### src/rtl/mem_arbiter_pkg.sv
// Shared types for the instruction/data memory arbiter: FSM state,
// requester identity and the winner-selection rule.
package mem_arbiter_pkg;

    typedef enum logic [1:0] {
        ARB_IDLE = 2'd0,
        ARB_REQ  = 2'd1,
        ARB_WAIT = 2'd2
    } arb_state_t;

    typedef enum logic {
        ARB_I = 1'b0,
        ARB_D = 1'b1
    } arb_owner_t;

    // Round-robin pick: a lone requester wins outright; on a conflict the
    // requester that did not win last time gets the port.
    function automatic arb_owner_t pick_winner(input logic i_v, input logic d_v,
                                               input arb_owner_t last);
        if (i_v && d_v) begin
            return (last == ARB_I) ? ARB_D : ARB_I;
        end else if (d_v) begin
            return ARB_D;
        end else begin
            return ARB_I;
        end
    endfunction

endpackage

### src/rtl/mem_arbiter.sv
// Shares one single-beat memory port between the fetch-stage instruction
// bus and the memory-stage data bus. One transaction is outstanding at a
// time; the granted request is latched so requesters may drop it after
// their addr_ok.
//
// Handshake: a requester raises *_valid and holds it until it sees its
// *_addr_ok pulse (combinational, in the IDLE cycle the request is
// sampled). The memory side sees mreq_valid from the cycle after the grant
// until a cycle with mreq_ready high; its single response is one cycle of
// mresp_valid, which is only honoured in WAIT and is returned to the owner
// as a *_data_ok pulse with the data passed straight through.
module mem_arbiter
    import mem_arbiter_pkg::*;
#(
    parameter int AW = 32,
    parameter int DW = 32
) (
    input  logic          clk,
    input  logic          resetn,
    input  logic          ireq_valid,
    input  logic [AW-1:0] ireq_addr,
    output logic          iresp_addr_ok,
    output logic          iresp_data_ok,
    output logic [DW-1:0] iresp_data,
    input  logic          dreq_valid,
    input  logic          dreq_write,
    input  logic [AW-1:0] dreq_addr,
    input  logic [3:0]    dreq_strobe,
    input  logic [DW-1:0] dreq_wdata,
    output logic          dresp_addr_ok,
    output logic          dresp_data_ok,
    output logic [DW-1:0] dresp_data,
    output logic          mreq_valid,
    output logic          mreq_write,
    output logic [AW-1:0] mreq_addr,
    output logic [3:0]    mreq_strobe,
    output logic [DW-1:0] mreq_wdata,
    input  logic          mreq_ready,
    input  logic          mresp_valid,
    input  logic [DW-1:0] mresp_data,
    output logic [1:0]    dbg_state
);

    arb_state_t    state_q;
    arb_owner_t    own_q;
    arb_owner_t    last_q;
    logic          write_q;
    logic [AW-1:0] addr_q;
    logic [3:0]    strobe_q;
    logic [DW-1:0] wdata_q;

    logic          grant_any;
    arb_owner_t    grant_owner;
    logic          rsp_fire;

    // Winner selection and response routing; pulses are suppressed while
    // resetn is low so nothing leaks out during a reset cycle.
    always_comb begin
        grant_any     = 1'b0;
        grant_owner   = ARB_I;
        if (resetn && (state_q == ARB_IDLE) && (ireq_valid || dreq_valid)) begin
            grant_any   = 1'b1;
            grant_owner = pick_winner(ireq_valid, dreq_valid, last_q);
        end
        iresp_addr_ok = grant_any && (grant_owner == ARB_I);
        dresp_addr_ok = grant_any && (grant_owner == ARB_D);
        rsp_fire      = resetn && (state_q == ARB_WAIT) && mresp_valid;
        iresp_data_ok = rsp_fire && (own_q == ARB_I);
        dresp_data_ok = rsp_fire && (own_q == ARB_D);
        iresp_data    = iresp_data_ok ? mresp_data : '0;
        dresp_data    = dresp_data_ok ? mresp_data : '0;
    end

    // Arbitration FSM plus the latched request fields.
    always_ff @(posedge clk) begin
        if (!resetn) begin
            state_q  <= ARB_IDLE;
            own_q    <= ARB_I;
            last_q   <= ARB_I;
            write_q  <= 1'b0;
            addr_q   <= '0;
            strobe_q <= '0;
            wdata_q  <= '0;
        end else begin
            case (state_q)
                ARB_IDLE: begin
                    if (grant_any) begin
                        state_q <= ARB_REQ;
                        own_q   <= grant_owner;
                        last_q  <= grant_owner;
                        if (grant_owner == ARB_D) begin
                            write_q  <= dreq_write;
                            addr_q   <= dreq_addr;
                            strobe_q <= dreq_strobe;
                            wdata_q  <= dreq_wdata;
                        end else begin
                            write_q  <= 1'b0;
                            addr_q   <= ireq_addr;
                            strobe_q <= 4'b0000;
                            wdata_q  <= '0;
                        end
                    end
                end
                ARB_REQ: begin
                    // A response arriving with the accept is not honoured.
                    if (mreq_ready) begin
                        state_q <= ARB_WAIT;
                    end
                end
                ARB_WAIT: begin
                    if (mresp_valid) begin
                        state_q <= ARB_IDLE;
                    end
                end
                default: state_q <= ARB_IDLE;
            endcase
        end
    end

    assign mreq_valid  = (state_q == ARB_REQ);
    assign mreq_write  = write_q;
    assign mreq_addr   = addr_q;
    assign mreq_strobe = strobe_q;
    assign mreq_wdata  = wdata_q;
    assign dbg_state   = state_q;

endmodule
### config.mk
export PLATFORM = sky130hd
export DESIGN_NAME = mem_arbiter
export DESIGN_NICKNAME = d
export VERILOG_FILES = /design/src/rtl/mem_arbiter_pkg.sv /design/src/rtl/mem_arbiter.sv
export SDC_FILE = /design/constraint.sdc
export NUM_CORES = 1
export LEC_CHECK = 0
export ABC_AREA = 1
export ABC_CLOCK_PERIOD_IN_PS = 1200
export BUFFER_PORTS_ARGS = -buffer_cell sky130_fd_sc_hd__clkbuf_2
export CAP_MARGIN = 20
export CORE_ASPECT_RATIO = 0.6
export CORE_MARGIN = 2
export CORE_UTILIZATION = 37
export CTS_BUF_LIST = sky130_fd_sc_hd__clkbuf_4
export CTS_CLUSTER_DIAMETER = 80
export DETAILED_ROUTE_END_ITERATION = 10
export MAX_ROUTING_LAYER = met4
export PLACE_DENSITY = 0.8
export SYNTH_ARGS = -nofsm -noshare
export SYNTH_HDL_FRONTEND = slang
export SYNTH_SLANG_ARGS = --single-unit
### constraint.sdc
create_clock -name clk -period 1.2 [get_ports clk]
set_input_delay 0.24 -clock clk [delete_from_list [all_inputs] [get_ports clk]]
set_output_delay 0.24 -clock clk [all_outputs]
set_load 0.02 [all_outputs]
## After elaboration in Yosys (flattened, before gate mapping)

Index checks and enable logic that the tools add are counted.

| word-level totals | value |
|---|---|
| bits in registers | 72 |
| bits in latches | 0 |
| bits in writable memories | 0 |
| bits in read-only memories | 0 |
| word-level logic and storage cells | 41 |
| memories | 0 |

| cells by class | value |
|---|---|
| $add $sub $neg | 0 |
| $mul | 0 |
| div/mod/pow operators | 0 |
| order comparisons | 0 |
| equality and inequality tests | 5 |
| shifts and indexed selects | 0 |
| mux-type cells | 15 |
| bitwise gates (word level) | 2 |
| reductions and logical operators | 13 |

Operator list:

| cell | count |
|---|---|
| 32-bit two-way mux | 4 |
| 1-bit logical AND | 9 |
| 1-bit two-way mux | 6 |
| 2-bit two-way mux | 3 |
| 2-bit case mux with 3 select lines | 1 |
| 4-bit two-way mux | 1 |
| 2-bit inequality test (second input constant) | 2 |
| 3-bit AND reduction | 1 |
| 2-bit by 1-bit == test with 1-bit output (second input constant) | 1 |
| 2-bit == test (second input constant) | 1 |
| 2-bit zero test | 1 |
| 2-bit by 1-bit inequality test with 1-bit output (second input constant) | 1 |
| 1-bit NOT | 2 |
| 2-bit AND reduction | 1 |
| 1-bit logical OR | 1 |

## Depth between registers and ports, before layout

Gate-level depths: netlist of run 1.

| depth | value |
|---|---|
| depth in word-level cells | 6 |
| gate-level depth with buffers | 8 |
| depth with buffers taken out | 7 |

## Worst setup path after synthesis of run 1

Ideal clock, no wire load.

| path | value |
|---|---|
| path type | flip-flop to output port |
| start point | register state_q[1] (netlist: dbg_state[1]) |
| end point | output port dresp_data[22] |
| data arrival time | 1.363 ns |
| data required time | 0.960 ns |
| path slack | -0.403 ns |
| stages on the path, launching flop included | 6 |
| path through | dfxtp_1 -> nand2_1 -> inv_1 -> nand4_1 -> clkbuf_1 -> nor2_1 |

| between the ends | value |
|---|---|
| word-level cells in the longest chain between the ends | 5 |

Ends and longest elaborated chain:

| what | RTL line | RTL |
|---|---|---|
| start: declaration | mem_arbiter.sv:44 | `arb_state_t state_q;` |
| start signal: assignment | mem_arbiter.sv:77 | `state_q <= ARB_IDLE;` |
| start signal: assignment | mem_arbiter.sv:88 | `state_q <= ARB_REQ;` |
| start signal: assignment | mem_arbiter.sv:107 | `state_q <= ARB_WAIT;` |
| 2-bit == test | mem_arbiter.sv:67 | `rsp_fire = resetn && (state_q == ARB_WAIT) && mresp_valid;` |
| 1-bit logical AND (2 in series) | mem_arbiter.sv:67 |  |
| 1-bit logical AND | mem_arbiter.sv:69 | `dresp_data_ok = rsp_fire && (own_q == ARB_D);` |
| 32-bit two-way mux | mem_arbiter.sv:71 | `dresp_data = dresp_data_ok ? mresp_data : '0;` |
| end: declaration | mem_arbiter.sv:32 | `output logic [DW-1:0] dresp_data,` |

No other way between the ends.

## Worst setup path after layout of run 1

| path | value |
|---|---|
| start point | register state_q[0] (netlist: dbg_state[0]) |
| end point | output port dresp_data[12] |

The elaborated chain is that of the path after synthesis.

==> results of run 1 <==
==> power by group through the flow <==
stage | combinational [mW] | sequential [mW] | clock, mW
floorplan | 0.717 | 2.83 | 0
global placement | 1.53 | 2.67 | 0
detailed placement | 1.54 | 2.67 | 0
CTS | 1.81 | 2.62 | 1.51
global route | 2.44 | 2.67 | 1.64
finish | 2.33 | 2.66 | 1.51
==> cells in the final DEF, fill, tap and decap left out, types with 9 or more instances in the layout <==
master and n:
nand2_4 20, buf_12 14, buf_6 51, buf_8 35, nand4_1 34, clkbuf_2 155
dfxtp_2 64, nand2_2 13, inv_1 65, a21oi_1 13, nand2_1 112, nor2_4 67
buf_4 85, nand3_1 11, clkbuf_4 9, a21oi_2 25, nand3_2 49
==> cell families (layout without fill, tap and decap cells) <==
logic type | Yosys count | in the layout | synth area share (%)
compound gates | 39 | 39 | 5.63
buf+inv | 111 | 435 | 12.9
flops | 72 | 72 | 41.6
simple gates | 317 | 317 | 39.9
==> worst paths after layout <==
kind              slack (ns)            from        endpoint
setup / recovery       -0.73    dbg_state[0]  dresp_data[12]
hold / removal          0.03  dreq_wdata[10]  mreq_wdata[10]
setup reg to reg       -0.65    dbg_state[0]   mreq_addr[25]
hold reg to reg         0.48   mreq_wdata[6]   mreq_wdata[6]
==> flip-flops by register name, indices dropped and copies added, names as in the netlist <==
register	flops
mreq_write	1
mreq_wdata	32
mreq_addr	32
dbg_state	2
last_q	1
mreq_strobe	4
==> timing repair <==
| item | CTS | global route |
|---|---|---|
| setup buffers | 10 | 23 |
| endpoints found under the setup margin | 201 | 211 |
| resized for setup | 141 | 443 |
| pin swaps | 3 | 33 |
| cloned | 6 | 4 |
| hold buffers | 1 | 0 |
| endpoints found under the hold margin | 1 | 0 |
==> final cells by class <==
class,instances,area share (%)
timing repair buffer,349,39.0
clock buffer,9,0.874
inverter,71,3.51
sequential,72,19.8
tap,116,1.88
clock inverter,6,0.794
multi-input combinational,356,34.1
==> metal layers <==
layer  GRT usage [%]  share of wire (%)  vias to the layer above
li1                -                  -                     2339
met1            33.6                 38                     2429
met2            46.5                 52                      285
met3            6.94                7.1                       56
met4            7.83                2.9                        0
met5               -                  0                        -
==> worst register-to-register path, delay by kind of cell (launching register included) <==
kind	cells	cell delay [ns]
simple gates	6	0.57
buf+inv	8	0.85
flops	1	0.37
==> flow_summary_export.csv, run 1 <==
group,metric,value,unit
layout,syn_to_final_growth,123,%
logic_synthesis,netlist_instances,539,
logic_synthesis,synthFlopType,"dfxtp_1",
grt,grt_max_degree,39,
timing,fin_ws,-0.729,ns
worst_setup_path,cp.required,0.96,ns
grt,grt_pass1_vias,4321,
worst_setup_path,path_buf_inv,5,
clock_tree,clk_pin_slew,0.12,ns
timing,period_share,161,%
logic_synthesis,synth_top_cells_by_area,"dfxtp_1 (42%), nand2_1 (16%), nand3_1 (9.2%)",
worst_setup_path,slowest_stage,"dfxtp_4",
logic_synthesis,async_flop_share,0,%
timing,report.final.hold_viol_count,0,
logic_synthesis,ys_ff_latch,72,
floorplanning,dieArea,10200,sq um
logic_synthesis,synth_top_area_share,41.6,%
placement,globalplace.congestion,0.779,
logic_synthesis,synthesis.area,3470,sq um
layout,diodes,0,
timing,tightest_slew,0.571,ns
power_and_ir_drop,power_switching,2.28,mW
grt,antenna_found_initial,0,
run_status,status,"complete, but fails checks",
clock_tree,clockBufferDepth,2,
timing,final-setup-viol-count,142,
layout,multiInputGateArea,2640,sq um
min_path,hold_depth,3,
run_status,violations,"setup timing",
grt,grt_use_total,27.8,%
logic_synthesis,yosys_warnings,0,
clock_tree,cts_made_buffers,9,
grt,grt_pass1_wl,21500,microns
power_and_ir_drop,p_seq_share,40.8,%
clock_tree,insertion_delay,0.43,ns
timing,max_freq,0.518,GHz
floorplanning,rows,27,
layout,fin_cells,979,
power_and_ir_drop,clkPwrFrac,23.3,%
layout,final_core_util,84.7,%
power_and_ir_drop,p_int,4.22,mW
power_and_ir_drop,p_total,6.51,mW
timing,grt_setup_unrepaired,"yes",
floorplanning,die_h,79.0,microns
detailed_routing,drc,0,
clock_tree,clock-sinks,72,
timing,final_max_slew_viol_count,0,
floorplanning,initial_utilization,38.0,%
worst_setup_path,slowest_delay,0.37,ns
timing,slew-limit-headroom,62.0,%
clock_tree,clockRootBuffer,"clkbuf_4",
worst_setup_path,arrival,1.69,ns
layout,fin_nets,998,
detailed_routing,vias,5109,
logic_synthesis,yosys.area.top_type,"dfxtp_1",
power_and_ir_drop,cellLeakagePower,3.98,nW
worst_setup_path,critPathKind,"reg2out",
worst_setup_path,worstSetupEndpointType,"primary output",
detailed_routing,drt-vias-per-instance,5.22,
run,maxCapViolations,0,
timing,fin_crit,1.93,ns
logic_synthesis,syn_area_per_cell,6.43,sq um
worst_setup_path,crit_path_start_kind,"register",
logic_synthesis,ys_seq_area_share,41.6,%
layout,final_area,7730,sq um
logic_synthesis,synth-edff-count,0,
detailed_routing,wl_per_cell,18.9,microns
detailed_routing,dr.pass1.iters,4,
worst_setup_path,crit_cells,8,
layout,ff_latch_area,1530,sq um
logic_synthesis,synth_fp_nets,678,
power_and_ir_drop,pwr-share-comb,35.9,%
power_and_ir_drop,switching_share,35.1,%
worst_setup_path,critical-path-top-delay-family,"buffers and inverters",
detailed_routing,drtAntennaViolNets,0,
placement,dp_cells,925,
worst_setup_path,r2r_cells,14,
logic_synthesis,synthTopCellsByCount,"nand2_1 (144), dfxtp_1 (72), inv_1 (70)",
layout,fillers,492,
floorplanning,num_io_pins,279,
floorplanning,coreArea,9120,sq um
timing,fin_worst_skew,0.0122,ns
logic_synthesis,synth_most_common_cell,"nand2_1",
power_and_ir_drop,p_per_area,842,nW/um^2
placement,placed_area,5610,sq um
timing,whs,0.0303,ns
grt,overflow,0,
power_and_ir_drop,ir_worst_vdd,0.814,mV
placement,io_buffers,278,
worst_setup_path,crit_fanout,8,
layout,drive_gt1_share,71.0,%
logic_synthesis,ys_types,19,
placement,hpwl,9720,microns
placement,dp_slack,-0.253,ns
detailed_routing,drt_iter0_drc,405,
clock_tree,h-tree-depth,3,
clock_tree,cts_tree,"done",
worst_setup_path,crit_chain,"inv_2 > nand2_2 > inv_2 > nand4_1 > buf_6 > clkbuf_16 > nor2_4 > buf_6",
floorplanning,die_x,129,microns
timing,fin_tns_setup,-83.34,ns
detailed_routing,wl,18500,microns
min_path,hold_path.class,"in2reg",
(Power assumes the default switching activity.)
==> run 2: changes to the inputs <==
--- a/config.mk
+++ b/config.mk
@@ -5,7 +5,7 @@
 export SDC_FILE = /design/constraint.sdc
 export NUM_CORES = 1
 export LEC_CHECK = 0
-export ABC_AREA = 1
+export ABC_AREA = 0
 export ABC_CLOCK_PERIOD_IN_PS = 1200
 export BUFFER_PORTS_ARGS = -buffer_cell sky130_fd_sc_hd__clkbuf_2
 export CAP_MARGIN = 20
@@ -16,7 +16,7 @@
 export CTS_CLUSTER_DIAMETER = 80
 export DETAILED_ROUTE_END_ITERATION = 10
 export MAX_ROUTING_LAYER = met4
-export PLACE_DENSITY = 0.8
+export PLACE_DENSITY = 0.79
 export SYNTH_ARGS = -nofsm -noshare
 export SYNTH_HDL_FRONTEND = slang
 export SYNTH_SLANG_ARGS = --single-unit
==> run 2 against run 1 <==
  * The flow still finishes with violations (setup timing)
  * Largest cell class unchanged
  * Combinational power is 16% higher
  * Die area up 1.6%
  * Global-route usage is 2.9 points higher
  * Total power rose by 8.9%
  * Clock-buffer cell count did not move
  * Maximum frequency decreased by 2.8%
  * Via count up 4.8%
  * Sequential power increased by 3%
  * Final cell count is 5.8% lower
  * Sequential share of layout area fell by 0.40 points
  * Non-clock buffer count increased by 29
==> flow_summary_export.csv, run 2 <==
group,metric,value,unit
timing,fin_ws,-0.785,ns
worst_setup_path,crit_fanout,6,
layout,fin_nets,926,
layout,layout_common_cells,"clkbuf_2 (138), buf_8 (79), buf_4 (69), nand2_1 (65), dfxtp_2 (65)",
floorplanning,num_io_pins,279,
worst_setup_path,worstSetupEndpointType,"primary output",
grt,grt_use_total,30.6,%
clock_tree,clockRootBuffer,"clkbuf_4",
floorplanning,die_h,79.6,microns
power_and_ir_drop,p_total,7.09,mW
grt,overflow,0,
clock_tree,clk_pin_slew,0.16,ns
timing,final_max_slew_viol_count,0,
floorplanning,rows,27,
timing,fin_tns_setup,-85.62,ns
logic_synthesis,synthTopCellsByCount,"dfxtp_1 (72), a21oi_1 (70), nand2_1 (66)",
detailed_routing,drtAntennaViolNets,0,
worst_setup_path,critPathKind,"reg2out",
timing,max_freq,0.504,GHz
logic_synthesis,synth_top_area_share,40.9,%
worst_setup_path,crit_path_start_kind,"register",
layout,syn_to_final_growth,125,%
grt,grt_pass1_wl,24100,microns
detailed_routing,wl,21100,microns
logic_synthesis,yosys.area.top_type,"dfxtp_1",
power_and_ir_drop,p_per_area,893,nW/um^2
timing,whs,0.0295,ns
logic_synthesis,ys_ff_latch,72,
logic_synthesis,netlist_instances,448,
logic_synthesis,ys_types,28,
grt,antenna_found_initial,0,
run_status,violations,"setup timing",
layout,drive_gt1_share,74.9,%
logic_synthesis,synthesis.area,3520,sq um
detailed_routing,drc,0,
grt,grt_pass1_vias,4679,
logic_synthesis,yosys_warnings,0,
clock_tree,clockBufferDepth,2,
timing,period_share,165,%
layout,final_common_cell,"clkbuf_2",
clock_tree,h-tree-depth,3,
placement,globalplace.congestion,0.801,
floorplanning,coreArea,9220,sq um
run,maxCapViolations,0,
clock_tree,cts_made_buffers,9,
placement,placed_area,5410,sq um
floorplanning,die_x,130,microns
detailed_routing,vias,5356,
logic_synthesis,synth_most_common_cell,"dfxtp_1",
logic_synthesis,syn_area_per_cell,7.86,sq um
min_path,hold_path.class,"in2reg",
detailed_routing,wl_per_cell,22.9,microns
grt,grt_max_degree,51,
logic_synthesis,synth_top_cells_by_area,"dfxtp_1 (41%), and2_1 (11%), a21oi_1 (9.9%)",
layout,diodes,0,
floorplanning,dieArea,10300,sq um
power_and_ir_drop,cellLeakagePower,3.57,nW
timing,fin_crit,1.99,ns
run_status,status,"complete, but fails checks",
timing,fin_worst_skew,0.0285,ns
timing,grt_setup_unrepaired,"yes",
placement,io_buffers,278,
worst_setup_path,crit_chain,"nor2b_4 > and4_4 > clkbuf_16 > and2_4 > buf_8",
timing,report.final.hold_viol_count,0,
logic_synthesis,ys_seq_area_share,40.9,%
logic_synthesis,synth-edff-count,0,
worst_setup_path,slowest_delay,0.37,ns
worst_setup_path,slowest_stage,"dfxtp_4",
logic_synthesis,synth_fp_nets,587,
timing,slew-limit-headroom,75.5,%
clock_tree,cts_tree,"done",
layout,final_area,7930,sq um
placement,hpwl,9840,microns
floorplanning,initial_utilization,38.2,%
worst_setup_path,arrival,1.75,ns
logic_synthesis,async_flop_share,0,%
detailed_routing,drt-vias-per-instance,5.81,
clock_tree,clock-sinks,72,
clock_tree,insertion_delay,0.43,ns
power_and_ir_drop,ir_worst_vdd,0.629,mV
detailed_routing,drt_iter0_drc,423,
worst_setup_path,cp.required,0.96,ns
worst_setup_path,r2r_slack,-0.67,ns
logic_synthesis,synthFlopType,"dfxtp_1",
timing,final-setup-viol-count,141,
detailed_routing,dr.pass1.iters,5,
timing,tightest_slew,0.365,ns
run 2: per-stage QoR:
stage	setup WS (ns)	cells	util, %
2_1_floorplan	-0.157	448	-
5_1_grt	-0.831	922	86.0
4_1_cts	-0.745	885	75.6
3_3_place_gp	-0.278	839	58.7
3_5_place_dp	-0.377	839	58.7
6_report	-0.785	922	86.0
run 2: logic make-up (layout without fill, tap and decap cells):
| group | Yosys count | after routing | share of synthesized area [%] |
|---|---|---|---|
| AOI/OAI and AO/OA | 143 | 143 | 24.1 |
| DFF | 72 | 72 | 40.9 |
| and+or+nand+nor | 181 | 181 | 27.6 |
| buffers and inverters | 52 | 396 | 7.35 |
run 2: path summary, 6_finish.rpt:
check,endpoint,depth (start not counted),startpoint
setup / recovery,dresp_data[5],5,dbg_state[0]
hold / removal,mreq_wdata[7],3,dreq_wdata[7]
setup reg to reg,mreq_addr[2],9,dbg_state[1]
hold reg to reg,mreq_strobe[3],2,mreq_strobe[3]
run 2: what timing repair did:
| item | 4_1_cts | 5_1_grt |
|---|---|---|
| endpoints found under the setup margin | 202 | 204 |
| cloned | 8 | 10 |
| pin swaps | 33 | 50 |
| buffers inserted | 22 | 32 |
| gates resized for setup | 298 | 264 |
| hold buffers | 0 | 1 |
| endpoints found under the hold margin | 0 | 1 |
run 2: cell type report:
class                   instances  area (sq um)
clock inverters                 7          76.3
inverters                       2          7.51
repair buffers                378          3750
multi-input cells             324          2330
fillers                       440          1290
clock buffers                   9          67.6
well taps                     130           163
flip-flops and latches         72          1540
run 2: metal layers:
layer	global-route usage, %	wire length [microns]	up-vias
li1	-	-	2298
met2	54.9	10700	422
met1	32.6	7290	2537
met3	8.58	2190	99
met5	-	0	-
met4	11.1	990	0
run 2: power by group:
group / total (mW) / internal [mW] / switching (mW) / leakage (nW)
Combinational: 2.71 / 1.36 / 1.35 / 2.88
Sequential: 2.73 / 2.59 / 0.138 / 0.619
Clock: 1.64 / 0.658 / 0.985 / 0.0754
run 2: worst max-delay path, delay by kind of cell (launching register included):
family	cells	cell delay, ns
simple gates	3	0.64
flops	1	0.37
buf+inv	2	0.31
